`src/rtl/sort_frame_loader.sv`:
```
// Frame loader feeding the bitonic sorter: packs a valid/ready stream into padded
// SIZE-wide frames, launches them under credit control and tracks sorter latency.
module sort_frame_loader #(
  parameter int unsigned             VALUE_BITS   = 8,
  parameter int unsigned             DEPTH        = 2,
  parameter int unsigned             SIZE         = 1 << DEPTH,
  parameter logic [VALUE_BITS-1:0]   PAD_VALUE    = '1,
  parameter int unsigned             SORT_LATENCY = 1,
  parameter int unsigned             MAX_INFLIGHT = 2
) (
  input  logic                         clk,
  input  logic                         rst,
  input  logic                         s_valid,
  output logic                         s_ready,
  input  logic [VALUE_BITS-1:0]        s_data,
  input  logic                         s_last,
  output logic [SIZE*VALUE_BITS-1:0]   sort_in,
  output logic                         sort_in_valid,
  output logic                         sorted_valid,
  output logic [DEPTH:0]               sorted_len,
  input  logic                         frame_done,
  output logic                         credit_err
);

  localparam int unsigned LW = DEPTH + 1;
  localparam int unsigned IW = $clog2(MAX_INFLIGHT + 1);
  localparam int unsigned FW = SIZE * VALUE_BITS;

  typedef enum logic {FILL, HOLD} state_t;

  state_t            state;
  logic [DEPTH-1:0]  idx;
  logic [FW-1:0]     asm_q;
  logic [FW-1:0]     frame_c;
  logic [LW-1:0]     hold_len;
  logic [LW-1:0]     launch_len;
  logic [LW-1:0]     len_c;
  logic [IW-1:0]     inflight;
  logic [LW:0]       dly [SORT_LATENCY];

  logic hs_c;
  logic complete_c;
  logic credit_c;
  logic launch_c;
  logic dec_c;

  // Readiness is a pure function of state, gated off while reset is asserted.
  assign s_ready    = (state == FILL) && !rst;
  assign hs_c       = s_valid && s_ready;
  assign complete_c = hs_c && ((idx == DEPTH'(SIZE - 1)) || s_last);
  assign credit_c   = (inflight < IW'(MAX_INFLIGHT)) || frame_done;
  assign launch_c   = credit_c && (((state == FILL) && complete_c) || (state == HOLD));
  assign dec_c      = frame_done && (inflight != '0);
  assign len_c      = LW'(idx) + LW'(1);

  // Assembly frame as it looks after this beat: earlier slots kept, later slots padded.
  always_comb begin
    frame_c = asm_q;
    for (int unsigned i = 0; i < SIZE; i++) begin
      if (DEPTH'(i) == idx)
        frame_c[i*VALUE_BITS +: VALUE_BITS] = s_data;
      else if (DEPTH'(i) > idx)
        frame_c[i*VALUE_BITS +: VALUE_BITS] = PAD_VALUE;
    end
  end

  always_ff @(posedge clk) begin
    if (rst) begin
      state         <= FILL;
      idx           <= '0;
      asm_q         <= '0;
      hold_len      <= '0;
      launch_len    <= '0;
      inflight      <= '0;
      credit_err    <= 1'b0;
      sort_in       <= '0;
      sort_in_valid <= 1'b0;
      for (int k = 0; k < SORT_LATENCY; k++) dly[k] <= '0;
    end else begin
      sort_in_valid <= 1'b0;

      if (launch_c) begin
        sort_in_valid <= 1'b1;
        sort_in       <= (state == HOLD) ? asm_q : frame_c;
        launch_len    <= (state == HOLD) ? hold_len : len_c;
      end

      case (state)
        FILL: begin
          if (hs_c) begin
            asm_q <= frame_c;
            if (complete_c) begin
              idx      <= '0;
              hold_len <= len_c;
              if (!credit_c) state <= HOLD;
            end else begin
              idx <= idx + DEPTH'(1);
            end
          end
        end
        HOLD: begin
          if (credit_c) state <= FILL;
        end
        default: state <= FILL;
      endcase

      // Launch and credit return in the same cycle cancel out.
      if (launch_c && !dec_c)
        inflight <= inflight + IW'(1);
      else if (!launch_c && dec_c)
        inflight <= inflight - IW'(1);

      if (frame_done && (inflight == '0)) credit_err <= 1'b1;

      dly[0] <= {sort_in_valid, sort_in_valid ? launch_len : LW'(0)};
      for (int k = 1; k < SORT_LATENCY; k++) dly[k] <= dly[k-1];
    end
  end

  assign sorted_valid = dly[SORT_LATENCY-1][LW];
  assign sorted_len   = dly[SORT_LATENCY-1][LW-1:0];

endmodule
```
`config.mk`:
```
export PLATFORM = sky130hd
export DESIGN_NAME = sort_frame_loader
export DESIGN_NICKNAME = d
export VERILOG_FILES = /design/src/rtl/sort_frame_loader.sv
export SDC_FILE = /design/constraint.sdc
export NUM_CORES = 1
export LEC_CHECK = 0
export CAP_MARGIN = 5
export CORE_MARGIN = 4
export CORE_UTILIZATION = 45
export CTS_CLUSTER_SIZE = 24
export DETAILED_ROUTE_END_ITERATION = 12
export PLACE_DENSITY = 0.8
export SYNTH_ARGS = -nofsm -noshare
export SYNTH_HDL_FRONTEND = slang
export SYNTH_SLANG_ARGS = --single-unit
```
`constraint.sdc`:
```
create_clock -name clk -period 3.25 [get_ports clk]
set_clock_uncertainty 0.15 [all_clocks]
set_input_delay 0.65 -clock clk [delete_from_list [all_inputs] [get_ports clk]]
set_output_delay 0.65 -clock clk [all_outputs]
set_load 0.1 [all_outputs]
```
==> flow_summary.ini <==
[timing]
hold_viol = 0
final.setup.tns_ns = 0
tightest_slew_ns = 0.8736
hold_slack_ns = 0.3110
maxSlewViolCount = 0
max_clock_freq_mhz = 418.4
setup_viol = 0
post-route-min-period_ns = 2.390
max-slew-margin-rel_pct = 41.64
rsz0062_at_grt = no
min_period_over_period_pct = 73.54

[route]
vias = 2974
post_drt_wl_per_cell_um = 16.25
remaining_drc_errors = 0
dr.pass1.iters = 4
drt_iter0_drc = 266
routed_via_density = 5.820
ant_nets = 0
wl_mm = 8.304

[clock_network]
cts.sinks = 81
postCtsSetupRepairBufs = 0
postCtsHoldBufs = 0
cts_buffers = 9
clk_pin_slew_ns = 0.08
root_buffer = clkbuf_8
ctsResizeCount = 0
h-tree-depth = 3
cts_tree = built
cts_buffer_depth = 2
clk_latency_ns = 0.35

[logic_synthesis]
synthArstFlopShare_pct = 0
ys_seq_elements = 81
syn_area_per_cell_um2 = 9.450
synth-edff-count = 0
syn-num-nets = 390
yosys_warnings = 0
synth-main-ff-cell = dfxtp_1
syn-cell-area_um2 = 3506
yosysUniqueCellTypes = 44
synthCells = 371
yosysSeqAreaShare_pct = 46.25

[critical_path]
worstPathCellList = clkdlybuf4s50_1, nor2_4, o21a_2, nor2_8, ha_1, or3_1, a21oi_1
path_buf_inv = 1
cp_max_fo = 11
cpPeakStageDelay_ns = 0.49
end_kind = flop
crit_slowest_cell = clkdlybuf4s50_1
required_ns = 3.39
crit_path_start_kind = input pin
critPathTopFamily = simple AND/OR/NAND/NOR gates
path_class = input pin to flop
cp.arrival_ns = 2.53

[global_route]
grt_start_max_net_pins = 72
grt_pass1_vias = 2607
grt_pass1_wl_mm = 13.49
overflow = 0
globalRouteTotalUtil_pct = 18.88
antenna_found_initial = 0

[die]
coreArea_um2 = 7408
die_area_um2 = 9267
initial_core_util_pct = 47.32
io_pins = 52
dieHeight_um = 96.27
rows = 31
die_w_um = 96.27

[flow_run]
cap_violations = 0

[layout]
nNetsFinal = 426
ff_latch_area_um2 = 1622
fin_cells = 511
diodes = 0
layout_commonest_cell = dfxtp_1
multi_input_comb_area_um2 = 1663
final_cell_mix = dfxtp_1, buf_4, nor2_1
synthToLayoutAreaGrowth_pct = 16.88
fillers = 674
drive_gt1_share_pct = 19.90

[placement]
dp_cells = 495
dp_hpwl_mm = 5.501
place.gp.congestion = 0.8232
io_buffers = 51

[power]
p_leak_nw = 1.574
p_per_area_nw_per_um2 = 596.4
ir_worst_vdd_uv = 232.2

[run_status]
status = completed

[min_path]
worstHoldPathType = flop to flop
-- metrics by stage --
stage / total power [mW] / worst slack [ns] / cell area (µm²) / utilization (%)
2_1_floorplan: 1.653 / 0.02841 / 3506 / -
3_3_place_gp: 1.779 / 0.5760 / 3918 / 52.88
3_5_place_dp: 1.790 / 0.5027 / 3918 / 52.88
4_1_cts: 2.456 / 0.8745 / 4098 / 55.31
5_1_grt: 2.554 / 0.7882 / 4098 / 55.31
6_report: 2.444 / 0.8599 / 4098 / 55.31
-- worst paths after layout --
kind | slack [ns] | depth (start not counted) | from | endpoint
max | 0.86 | 7 | s_last | inflight[1]$_SDFFE_PP0P_
min | 0.31 | 1 | launch_len[1]$_SDFFE_PP0P_ | dly[0][1]$_SDFF_PP0_
max reg2reg | 1.00 | 7 | idx[0]$_SDFFE_PP0P_ | inflight[1]$_SDFFE_PP0P_
min reg2reg | 0.31 | 1 | launch_len[1]$_SDFFE_PP0P_ | dly[0][1]$_SDFF_PP0_
-- kinds of logic (layout without fill, tap and decap cells) --
group | after synthesis | after routing | synth area share, %
buf+inv | 45 | 86 | 6.317
fa+ha+maj | 6 | 6 | 2.141
simple gates | 87 | 87 | 14.31
compound gates | 139 | 139 | 27.34
mux | 11 | 11 | 3.141
flops | 81 | 81 | 46.25
xor+xnor | 2 | 2 | 0.4997
-- layer usage --
| layer | vias up | global-route usage [%] | part of all wire [%] |
|---|---|---|---|
| li1 | 1446 | - | - |
| met1 | 1413 | 26.82 | 47 |
| met2 | 99 | 27.89 | 45 |
| met3 | 16 | 3.206 | 5.8 |
| met4 | 0 | 8.294 | 2.4 |
| met5 | - | 0 | 0 |
-- cell usage after synthesis, types with 10 or more instances --
master | count | area share [%]
dfxtp_1 | 81 | 46
o2111ai_1 | 23 | 5.7
o22ai_1 | 16 | 2.9
mux2i_1 | 11 | 3.1
o21ai_1 | 13 | 1.9
buf_2 | 11 | 1.6
inv_1 | 10 | 1.1
nand2b_1 | 17 | 3.0
a31oi_1 | 17 | 3.0
nor2_1 | 33 | 3.5
clkbuf_1 | 11 | 1.2
o21ai_0 | 16 | 2.3
a21oi_1 | 24 | 3.4
-- where the power goes --
part / switching [mW] / internal [mW] / leakage, nW
Sequential: 0.0504 / 1.07 / 0.665
Clock: 0.371 / 0.303 / 0.0899
Combinational: 0.473 / 0.174 / 0.819
-- flip-flops by register name, summed over array words and instances (netlist names) --
register       flops
state              1
sort_in_valid      1
hold_len           3
launch_len         3
dly                4
inflight           2
idx                2
credit_err         1
sort_in           32
asm_q             32
-- worst reg2reg max path: stages (launching register included) --
cell	delay, ns
dfxtp_1	0.37
ha_1	0.27
nor2_4	0.20
o21a_2	0.32
nor2_8	0.05
ha_1	0.33
or3_1	0.35
a21oi_1	0.14
-- area by class of cell --
cell class / count / area share [%]
Timing Repair Buffer: 59 / 11.42
Tap cell: 99 / 3.023
Inverter: 11 / 1.008
Sequential cell: 81 / 39.57
Clock inverter: 5 / 0.9466
Clock buffer: 11 / 3.450
Multi-Input combinational cell: 245 / 40.58
Note: power is estimated with default switching activity, not from simulation.
